===== config.mk =====
export PLATFORM = sky130hd
export DESIGN_NAME = bp_be_cache_req_arbiter
export DESIGN_NICKNAME = d
export VERILOG_FILES = /design/src/rtl/bp_be_pkg.sv /design/src/rtl/bp_be_cache_req_arbiter.sv
export SDC_FILE = /design/constraint.sdc
export NUM_CORES = 1
export LEC_CHECK = 0
export BUFFER_PORTS_ARGS = -buffer_cell sky130_fd_sc_hd__buf_2
export CORE_AREA = 3 3 91 93
export DETAILED_ROUTE_END_ITERATION = 10
export DIE_AREA = 0 0 94 96
export GPL_TIMING_DRIVEN = 0
export SLEW_MARGIN = 20
export SYNTH_ARGS = -nofsm -noshare
export SYNTH_HDL_FRONTEND = slang
export SYNTH_SLANG_ARGS = --single-unit

===== constraint.sdc =====
create_clock -name clk_i -period 1.7 [get_ports clk_i]
set_input_delay 0.34 -clock clk_i [delete_from_list [all_inputs] [get_ports clk_i]]
set_output_delay 0.34 -clock clk_i [all_outputs]
set_load 0.01 [all_outputs]

===== src/rtl/bp_be_pkg.sv =====
// rtl/bp_be_pkg.sv - shared backend types for the cache request arbiter
package bp_be_pkg;

    typedef enum logic [1:0] {
        e_cra_idle = 2'd0,
        e_cra_send = 2'd1,
        e_cra_meta = 2'd2,
        e_cra_wait = 2'd3
    } bp_be_cache_req_arb_state_e;

endpackage


===== src/rtl/bp_be_cache_req_arbiter.sv =====
// rtl/bp_be_cache_req_arbiter.sv - two-requester round-robin arbiter for the D$-to-LCE miss channel
module bp_be_cache_req_arbiter
    import bp_be_pkg::*;
#(
    parameter int req_width_p          = 64,
    parameter int req_metadata_width_p = 8
) (
    input  logic                            clk_i,
    input  logic                            reset_i,

    input  logic [req_width_p-1:0]          req0_i,
    input  logic                            req0_v_i,
    output logic                            req0_ready_o,
    input  logic [req_metadata_width_p-1:0] req0_metadata_i,
    input  logic                            req0_metadata_v_i,
    output logic                            req0_critical_o,
    output logic                            req0_complete_o,

    input  logic [req_width_p-1:0]          req1_i,
    input  logic                            req1_v_i,
    output logic                            req1_ready_o,
    input  logic [req_metadata_width_p-1:0] req1_metadata_i,
    input  logic                            req1_metadata_v_i,
    output logic                            req1_critical_o,
    output logic                            req1_complete_o,

    output logic [req_width_p-1:0]          cache_req_o,
    output logic                            cache_req_v_o,
    input  logic                            cache_req_ready_i,
    output logic [req_metadata_width_p-1:0] cache_req_metadata_o,
    output logic                            cache_req_metadata_v_o,
    input  logic                            cache_req_critical_i,
    input  logic                            cache_req_complete_i,

    output logic                            busy_o,
    output logic                            owner_o
);

    bp_be_cache_req_arb_state_e state, state_n;
    logic owner, owner_n;
    logic prio, prio_n;

    logic in_send, in_meta, in_wait;
    logic own_v, own_md_v;
    logic grant_ready, crit_route, cmp_route;

    assign in_send  = (state == e_cra_send);
    assign in_meta  = (state == e_cra_meta);
    assign in_wait  = (state == e_cra_wait);
    assign own_v    = owner ? req1_v_i : req0_v_i;
    assign own_md_v = owner ? req1_metadata_v_i : req0_metadata_v_i;

    always_ff @(posedge clk_i or posedge reset_i) begin
        if (reset_i) begin
            state <= e_cra_idle;
            owner <= 1'b0;
            prio  <= 1'b0;
        end else begin
            state <= state_n;
            owner <= owner_n;
            prio  <= prio_n;
        end
    end

    always_comb begin
        state_n = state;
        owner_n = owner;
        prio_n  = prio;
        case (state)
            e_cra_idle: begin
                if (req0_v_i | req1_v_i) begin
                    owner_n = (req0_v_i & req1_v_i) ? prio : req1_v_i;
                    state_n = e_cra_send;
                end
            end
            e_cra_send: begin
                // A dropped valid is a cancel: fairness pointer is left alone
                if (!own_v) begin
                    state_n = e_cra_idle;
                end else if (cache_req_ready_i) begin
                    state_n = e_cra_meta;
                end
            end
            e_cra_meta: begin
                if (cache_req_complete_i) begin
                    state_n = e_cra_idle;
                    prio_n  = ~owner;
                end else if (own_md_v) begin
                    state_n = e_cra_wait;
                end
            end
            e_cra_wait: begin
                if (cache_req_complete_i) begin
                    state_n = e_cra_idle;
                    prio_n  = ~owner;
                end
            end
            default: state_n = e_cra_idle;
        endcase
    end

    assign cache_req_o            = in_send ? (owner ? req1_i : req0_i) : '0;
    assign cache_req_v_o          = in_send & own_v;
    assign grant_ready            = in_send & own_v & cache_req_ready_i;
    assign req0_ready_o           = grant_ready & ~owner;
    assign req1_ready_o           = grant_ready & owner;

    assign cache_req_metadata_o   = in_meta ? (owner ? req1_metadata_i : req0_metadata_i) : '0;
    assign cache_req_metadata_v_o = in_meta & own_md_v;

    assign crit_route      = (state != e_cra_idle) & cache_req_critical_i;
    assign cmp_route       = (in_meta | in_wait) & cache_req_complete_i;
    assign req0_critical_o = crit_route & ~owner;
    assign req1_critical_o = crit_route & owner;
    assign req0_complete_o = cmp_route & ~owner;
    assign req1_complete_o = cmp_route & owner;

    assign busy_o  = (state != e_cra_idle);
    assign owner_o = owner;

endmodule


Yosys cells after proc, flatten, opt, wreduce, memory -nomap -nowiden
Index checks and enable logic that the tools add are counted.
{"block": "word_totals", "output_inout_bits": 82, "input_bits": 153, "wordCells": 45, "reg_bits": 4}
{"block": "classes", "n_bitwise": 15, "muxes": 14, "reduce_logical": 6, "n_eq_ne": 7}
{"op": "two-way mux 64 bit", "count": 2}
{"op": "two-way mux 8 bit", "count": 2}
{"op": "AND 1 bit", "count": 12}
{"op": "two-way mux 2 bit", "count": 6}
{"op": "case mux 2 bit (4 select lines)", "count": 1}
{"op": "== test 2 bit (second input constant)", "count": 2}
{"op": "!= test 2 bit (second input constant)", "count": 2}
{"op": "AND reduction 2 bit", "count": 2}
{"op": "AND reduction 4 bit", "count": 1}
{"op": "two-way mux 1 bit", "count": 3}
{"op": "!= test 3 x 2 -> 1 bit (second input constant)", "count": 1}
{"op": "!= test 3 bit (second input constant)", "count": 1}
{"op": "== test 2 x 1 -> 1 bit (second input constant)", "count": 1}
{"op": "zero test 2 bit", "count": 1}
{"op": "bitwise OR 1 bit", "count": 2}
{"op": "nonzero test 2 bit", "count": 1}
{"op": "OR reduction 2 bit", "count": 1}
{"op": "NOT 1 bit", "count": 1}

Depth between registers and ports, before layout
Gate-level depths: netlist of run 1.
{"block": "depth", "ltp_word": 4, "depth_mapped": 5, "mapped_depth_nobuf": 4}

Worst setup path before layout of run 1
No wires, ideal clock.
{"block": "synth_path", "kind": "register to output", "start": "register owner (netlist: owner_o)", "end": "output port req0_ready_o", "path_slack_ps": 168, "arrival_ps": 1192, "required_ps": 1360, "path_stages_with_launch": 4, "path_buffers": 2, "cell_sequence": "dfrtp_1 -> buf_6 -> buf_2 -> nor4_1"}
{"block": "synth_via", "elab_chain_len": 4, "elab_cells_between_ends": 5, "cone_classes": "mux (1); bitwise (4)"}
{"item": "start: declaration", "line": "bp_be_cache_req_arbiter.sv:40", "text": "logic owner, owner_n;"}
{"item": "start signal: assignment", "line": "bp_be_cache_req_arbiter.sv:60", "text": "owner <= owner_n;"}
{"item": "two-way mux 1 bit", "line": "bp_be_cache_req_arbiter.sv:50", "text": "assign own_v = owner ? req1_v_i : req0_v_i;"}
{"item": "AND 1 bit (2 in a row)", "line": "bp_be_cache_req_arbiter.sv:104", "text": "assign grant_ready = in_send & own_v & cache_req_ready_i;"}
{"item": "AND 1 bit *", "line": "bp_be_cache_req_arbiter.sv:105", "text": "assign req0_ready_o = grant_ready & ~owner;"}
{"item": "end: declaration", "line": "bp_be_cache_req_arbiter.sv:13", "text": "output logic req0_ready_o,"}
Mark *: on every way between the ends. The rest lies on a longest branch, timed or not.

Worst setup path after layout of run 1
Ends and elaborated chain as after synthesis.

==> results.cfg, run 1 <==
[timing]
min_period_ns = 1.77
fin_skew_ns = 0.00170
relSlewSlack_pct = 78.1
tns_ns = -1.05
grt_setup_unrepaired = yes
worstMarginPinSlew_ns = 0.329
setup_viol_count_final = 46
finalWorstSetupSlack_ns = -0.0717
fmax_ghz = 0.564
finalCritPeriodShare_pct = 104
slew_violations = 0
hold_violations = 0

[critical_path]
path_cells = buf_6 > buf_4 > nor4_2 > buf_2
path_class = reg -> out
cp_num_buf_inv = 3
endpoint_kind = output pin
slowest_stage = dfrtp_1
start_kind = register
rr_endpoint = state[0]
critPathArrivalTime_ns = 1.43
reg2reg_from = owner_o
r2r_cells = 5
r2r_slack_ns = 0.23
cp.depth = 4
worstPathRequired_ns = 1.36
slowest_delay_ns = 0.40
path_max_fanout = 10
crit_family = buffers and inverters

[cts]
cts_max_level = 1
clkTransAtPathRegs_ns = 0.03
cts_tree = yes
cts_made_buffers = 3
cts-root-buf = clkbuf_8
clock-sinks = 4
clk_path_buf_depth = 2
worstSkewPairLatency_ns = 0.22

[layout]
mostFrequentLayoutCells = buf_2, nor2_1, mux2i_1
num_antenna_cells = 0
layout_commonest_cell = buf_2
syn2layout_area_growth_pct = 112
layout-drive-gt1-share_pct = 62.8
fin_area_um2 = 2950
nets = 596

[min_path]
min_path_cells = 2
min_from = req0_v_i
hold_end = owner_o
min_path_type = in -> reg

[routing]
routed_wl_mm = 6.74
drt_first_pass_iters = 4
via_per_inst = 4.23
drc = 0
drt_iter0_drc = 40
wire_per_inst_um = 12.4
vias = 2295
ant_nets = 0

[synthesis]
synthCells = 194
synthArstFlopShare_pct = 100
synthDistinctLibCells = 21
synth_edf_count = 0
avgSynthCellArea_um2 = 7.18
synth_flop_cell = dfrtp_1
synth_warnings = 0
ys_seq_area_share_pct = 7.19
syn_nets = 347
synth-seq-cells = 4
syn_area_um2 = 1390

[floorplan]
ios = 235
initial_utilization_pct = 18.3
num_rows = 32
core_area_um2 = 7610
die_h_um = 96
dieWidth_um = 94
fp.dieArea_um2 = 9020

[global_route]
antenna_found_initial = 0
grt_first_pass_wirelength_mm = 9.63
grt_max_degree = 11
grt.overflow.total = 0
grt_usage_pct = 12.9
grt_pass1_vias = 2144

[placed_design]
place_hpwl_mm = 5.58
post_dp_cell_area_um2 = 2690
port_buffers = 234
gp_congestion = 0.841

[pwr]
power_density_nw_per_um2 = 1470
ir_drop_mv = 0.673
leakagePower_nw = 1.88

[flow_run]
drv_cap = 0

[status]
status = finished with violations
violations = negative setup slack
cells in the mapped netlist (2+ instances only):
cell type	n	share of area, %
nor2_1	78	21
mux2i_1	73	52
buf_4	7	3.8
buf_2	6	2.2
a21oi_1	4	1.4
dfrtp_1	4	7.2
and3_1	3	1.3
buf_6	3	2.4
inv_1	2	0.54
nand2_1	2	0.54
nand2b_1	2	0.90
through the flow:
stage	utilization, %	setup slack, ns	hold slack, ns	instances	power (mW)
final	38.8	-0.0717	0.365	543	4.35
after detailed placement	35.4	0.0569	0.222	530	3.69
after CTS	38.1	-0.0971	0.360	543	4.31
after global placement	35.4	0.0707	0.220	530	3.65
after global routing	38.8	-0.165	0.379	543	4.75
after floorplan	-	0.168	0.106	194	2.49
what timing repair did:
item / in CTS / in global routing
cloned: 1 / 0
endpoints found under the hold margin: 4 / 0
pin swaps: 0 / 3
endpoints found under the setup margin: 62 / 78
hold buffers: 1 / 0
setup buffers: 8 / 1
resized for setup: 18 / 11
registers in the layout (all words and copies together), names as in the netlist:
| name | flops |
|---|---|
| owner_o | 1 |
| state | 2 |
| prio | 1 |
worst reg2reg max path: stages, from the launching register on:
cell and delay, ns:
dfrtp_1 0.38, buf_6 0.16, mux2i_4 0.28, nor2_2 0.08, buf_4 0.14, a211o_1 0.29
worst max path at each step:
stage,start,end,slack [ns]
2_1_floorplan,owner_o,req0_ready_o,0.17
3_3_place_gp,state[1],req0_ready_o,0.07
3_5_place_dp,owner_o,cache_req_o[62],0.06
4_1_cts,owner_o,cache_req_o[31],-0.1
5_1_grt,owner_o,cache_req_o[55],-0.17
6_report,owner_o,req0_ready_o,-0.07
logic make-up (layout without fill, tap and decap cells):
family / count (synthesis) / count (layout) / share of synthesized area, %
buffers and inverters: 20 / 267 / 9.43
DFF: 4 / 4 / 7.19
and+or+nand+nor: 89 / 89 / 26.2
AOI/OAI and AO/OA: 7 / 7 / 3.06
muxes: 74 / 74 / 54.1
report_power, final:
| group | total (mW) | switching, mW | internal (mW) |
|---|---|---|---|
| combinational | 3.95 | 1.98 | 1.97 |
| sequential | 0.201 | 0.0574 | 0.143 |
| clock | 0.198 | 0.0471 | 0.151 |
| total | 4.35 | 2.09 | 2.26 |
layout make-up:
cell class / instances / area, µm²
Buffer: 16 / 166
Clock buffer: 3 / 41.3
Fill cell: 824 / 4650
Inverter: 3 / 11.3
Multi-Input combinational cell: 170 / 1210
Sequential cell: 4 / 101
Tap cell: 102 / 128
Timing Repair Buffer: 245 / 1290
per-layer routing:
metal  up-vias  global-route usage, %  share of wire (%)
li1       1150                      -                  -
met2       127                   24.5                 52
met5         -                      0                  0
met3         4                   2.50                 11
met4         0                   2.77               0.43
met1      1014                   14.9                 37
(Power assumes the default switching activity.)
==> inputs of run 2 (changes only) <==
Settings changed: CORE_AREA 3 3 91 93 to 2 2 91 93, CTS_BUF_LIST set to sky130_fd_sc_hd__clkbuf_2, DIE_AREA 0 0 94 96 to 0 0 93 95.
==> run 2 against run 1 <==
Compared with the run above:
- the run still ends with negative setup slack left
- critical path depth grew 1
- hold slack better by 0.0050 ns
- sequential power decreased by 2%
- via count fell by 0.35%
- wire length shrank 0.27%
- clock skew up 0.0034 ns
- worst setup slack improved by 0.013 ns
- register-to-register slack better by 0.03 ns
- core utilization increased by 0.32 points
- critical endpoint unchanged
- highest routed layer unchanged
==> results.cfg, run 2 (synthesized netlist as in run 1, its figures left out) <==
[layout]
layout_commonest_cell = buf_2
final_cells = 549
nFillCells = 846
top_register = state
syn2layout_area_growth_pct = 123
nets = 599
num_antenna_cells = 0
fin_area_um2 = 3100
layout-drive-gt1-share_pct = 64.9
largest_reg_flops = 2
postLayoutCoreUtil_pct = 39.2
mostFrequentLayoutCells = buf_2, nor2_1, mux2i_1

[floorplan]
num_rows = 33
initial_utilization_pct = 17.6
die_h_um = 95
core_area_um2 = 7930
dieWidth_um = 93
fp.dieArea_um2 = 8840
ios = 235

[pwr]
ir_drop_mv = 0.777
leakagePower_nw = 1.93
power_density_nw_per_um2 = 1500
finalPower_mw = 4.67

[placed_design]
post_dp_cell_area_um2 = 2700
dp_slack_ns = 0.0424
dp_cells = 533
gp_congestion = 0.835
place_hpwl_mm = 5.56
port_buffers = 234

[timing]
hold_violations = 0
grt_setup_unrepaired = yes
fin_skew_ns = 0.00509
worstMarginPinSlew_ns = 0.214
setup_viol_count_final = 44
finalCritPeriodShare_pct = 103
fmax_ghz = 0.569
relSlewSlack_pct = 85.6
min_period_ns = 1.76
finalWorstSetupSlack_ns = -0.0587
slew_violations = 0

[routing]
drt_first_pass_iters = 4
drt_iter0_drc = 20
vias = 2287
wire_per_inst_um = 12.2
via_per_inst = 4.17
drc = 0
ant_nets = 0
routed_wl_mm = 6.72

[critical_path]
reg2reg_from = owner_o
worstPathRequired_ns = 1.36
path_max_fanout = 6
path_class = reg -> out
timing.critical_path.from = owner_o
critPathArrivalTime_ns = 1.42
start_kind = register
endpoint_kind = output pin

[cts]
clock-sinks = 4
clkTransAtPathRegs_ns = 0.04
cts_max_level = 1
worstSkewPairLatency_ns = 0.22
cts-root-buf = clkbuf_2
cts_made_buffers = 3
cts_tree = yes
clk_path_buf_depth = 2

[min_path]
min_from = req0_v_i
min_path_type = in -> reg

[global_route]
grt_usage_pct = 13.1
grt_first_pass_wirelength_mm = 9.58
antenna_found_initial = 0
grt_max_degree = 11
grt.overflow.total = 0
grt_pass1_vias = 2083

[status]
violations = negative setup slack
status = finished with violations

[flow_run]
drv_cap = 0
-- run 2: cell types whose count changed in the layout (fill, tap and decap cells not counted), moves of 2 or more --
cell / delta
buf_4: -6
mux2i_1: -2
nor2_2: +3
buf_6: +4
clkbuf_8: -3
nor2_1: -3
clkbuf_2: +3
buf_12: +3
clkbuf_16: +4
-- run 2: worst paths after layout --
kind | to | slack, ns | cells after the start
max in group asynchronous | state[0] | 1.00 | 3
hold / removal | owner_o | 0.37 | 2
hold reg to reg | prio | 0.56 | 2
setup / recovery | req0_ready_o | -0.06 | 5
setup reg to reg | state[0] | 0.26 | 5
min in group asynchronous | owner_o | 0.53 | 3
-- run 2: worst max-delay path, cell delays in order (launching register included) --
cell	delay (ns)
dfrtp_1	0.40
buf_6	0.17
mux2i_4	0.20
buf_4	0.14
nor4_2	0.11
buf_2	0.18
-- run 2: layout make-up --
type                       instances  area (µm²)  area share (%)
multi-input combinational        170        1240            40.1
timing repair buffer             248        1400            45.2
tap                              105         131            4.23
sequential                         4         103            3.31
inverter                           3        11.3           0.363
clock buffer                       3        15.0           0.484
buffer                            16         196            6.33
-- run 2: routing by layer --
| metal | vias up | GRT usage, % | wire length, µm |
|---|---|---|---|
| met1 | 1033 | 16.1 | 2680 |
| met4 | 0 | 1.10 | 27 |
| met3 | 4 | 2.31 | 418 |
| li1 | 1160 | - | - |
| met2 | 90 | 24.7 | 3600 |
| met5 | - | 0 | 0 |
-- run 2: stage by stage --
step / hold slack [ns] / setup TNS (ns)
6_report: 0.370 / -1.05
3_5_place_dp: 0.223 / 0
3_3_place_gp: 0.221 / 0
4_1_cts: 0.367 / -2.14
5_1_grt: 0.363 / -7.87
2_1_floorplan: 0.106 / 0
-- run 2: power by group --
part | switching, mW | internal (mW)
registers | 0.0507 | 0.146
logic | 2.10 | 2.29
clock network | 0.0417 | 0.0474
-- run 2: repair_timing --
item / in CTS / in global routing
hold buffers: 1 / 0
pin swaps: 2 / 4
setup buffers: 6 / 2
endpoints found under the hold margin: 4 / 0
endpoints found under the setup margin: 69 / 76
gates resized for setup: 22 / 27
gates cloned: 1 / 4
==> inputs of run 3 (changes only) <==
Settings changed: BUFFER_PORTS_ARGS -buffer_cell sky130_fd_sc_hd__buf_2 to -buffer_cell sky130_fd_sc_hd__buf_4.
==> run 3 against run 2 <==
Compared with the run above:
- highest routed layer unchanged
- non-clock buffer count grew 5
- combinational power grew 19%
- the run still ends with negative setup slack left
- critical endpoint is now cache_req_o[10]
- largest cell class unchanged
- wire length grew 11%
- power grew 18%
- first-iteration DRC count grew 45%
- clock skew is essentially flat
- core utilization grew 8.5 points
- hold slack lost 0.027 ns
- design area grew 22%
- sequential cell count is the same
- sequential share of layout area shrank 0.59 points
==> results.cfg, run 3 (synthesized netlist as in run 1, its figures left out) <==
[layout]
nets = 604
nFillCells = 786
top_register = state
layout-drive-gt1-share_pct = 65.0
num_antenna_cells = 0
mostFrequentLayoutCells = buf_4, nor2_1, mux2i_1
layout_commonest_cell = buf_4
syn2layout_area_growth_pct = 171
fin_area_um2 = 3780
largest_reg_flops = 2

[critical_path]
slowest_stage = dfrtp_1
r2r_slack_ns = 0.21
path_max_fanout = 7
critPathArrivalTime_ns = 1.43
endpoint_kind = output pin
slowest_delay_ns = 0.38
path_class = reg -> out
worstPathRequired_ns = 1.36
path_cells = buf_4 > buf_12 > buf_12 > mux2i_1 > nor2_1 > buf_4
crit_family = buffers and inverters
start_kind = register
cp_num_buf_inv = 4

[global_route]
grt_max_degree = 11
grt.overflow.total = 0
grt_first_pass_wirelength_mm = 10.9
grt_usage_pct = 15.0
grt_pass1_vias = 2278
antenna_found_initial = 0

[routing]
ant_nets = 0
drt_first_pass_iters = 4
routed_wl_mm = 7.49
drt_iter0_drc = 29
vias = 2302
wire_per_inst_um = 13.5
drc = 0
via_per_inst = 4.16

[min_path]
min_path_type = in -> reg

[timing]
finalWorstSetupSlack_ns = -0.0704
setup_viol_count_final = 36
fin_skew_ns = 0.00470
hold_violations = 0
worstMarginPinSlew_ns = 0.228
grt_setup_unrepaired = yes
relSlewSlack_pct = 84.4
slew_violations = 0
fmax_ghz = 0.565
finalCritPeriodShare_pct = 104
min_period_ns = 1.77

[cts]
worstSkewPairLatency_ns = 0.22
cts-root-buf = clkbuf_2
clk_path_buf_depth = 2
clkTransAtPathRegs_ns = 0.05
cts_max_level = 1
clock-sinks = 4
cts_made_buffers = 3
cts_tree = yes

[pwr]
switching_share_pct = 42.4
seq_power_share_pct = 3.5
clkPwrFrac_pct = 1.7
power_density_nw_per_um2 = 1460
power_switching_mw = 2.33
ir_drop_mv = 0.871
leakagePower_nw = 2.12
internal_power_mw = 3.18
combPwrFrac_pct = 94.8

[status]
violations = negative setup slack
status = finished with violations

[flow_run]
drv_cap = 0

[placed_design]
gp_congestion = 0.795
dp_slack_ns = 0.0457
place_hpwl_mm = 5.92
post_dp_cell_area_um2 = 3280
port_buffers = 234

[floorplan]
num_rows = 33
die_h_um = 95
dieWidth_um = 93
ios = 235
fp.dieArea_um2 = 8840
core_area_um2 = 7930
initial_utilization_pct = 17.6
run 3: per-layer routing:
metal	up-vias	GRT usage [%]	wire length [µm]
met3	7	2.31	478
met5	-	0	0
met4	0	2.57	59
met1	1038	18.2	2870
met2	90	28.3	4080
li1	1167	-	-
run 3: worst paths after layout:
path,start,to,depth (start not counted)
max,owner_o,cache_req_o[10],6
min,req0_v_i,owner_o,2
max reg2reg,owner_o,state[0],7
min reg2reg,prio,prio,2
max in group asynchronous,reset_i,state[1],3
min in group asynchronous,reset_i,state[0],3
run 3: per-stage QoR:
step | hold slack (ns) | std cells | TNS [ns] | utilization [%] | total power [mW]
finish | 0.343 | 554 | -0.704 | 47.7 | 5.51
global route | 0.336 | 554 | -7.31 | 47.7 | 5.88
CTS | 0.337 | 552 | -1.72 | 45.8 | 5.24
detailed placement | 0.238 | 533 | 0 | 41.4 | 4.24
global placement | 0.231 | 533 | 0 | 41.4 | 4.21
floorplan | 0.106 | 194 | 0 | - | 2.49
run 3: timing repair:
item / CTS / global route
pin swaps: 9 / 14
gates resized for setup: 40 / 26
setup endpoints to repair: 74 / 78
gates cloned: 4 / 2
hold buffers: 1 / 0
hold endpoints to repair: 2 / 0
setup buffers: 12 / 1
run 3: final cells by class:
type | count | area (µm²) | area share (%)
Multi-Input combinational cell | 170 | 1240 | 32.8
Buffer | 16 | 226 | 5.99
Tap cell | 105 | 131 | 3.48
Inverter | 3 | 11.3 | 0.298
Timing Repair Buffer | 253 | 2050 | 54.3
Sequential cell | 4 | 103 | 2.72
Clock buffer | 3 | 15.0 | 0.397
run 3: power groups by stage:
stage               registers, mW  clock network (mW)  logic, mW
floorplan                   0.189                   0       2.30
global placement            0.194                   0       4.02
detailed placement          0.194                   0       4.04
CTS                         0.185              0.0961       4.96
global route                0.198               0.105       5.58
finish                      0.193              0.0940       5.22
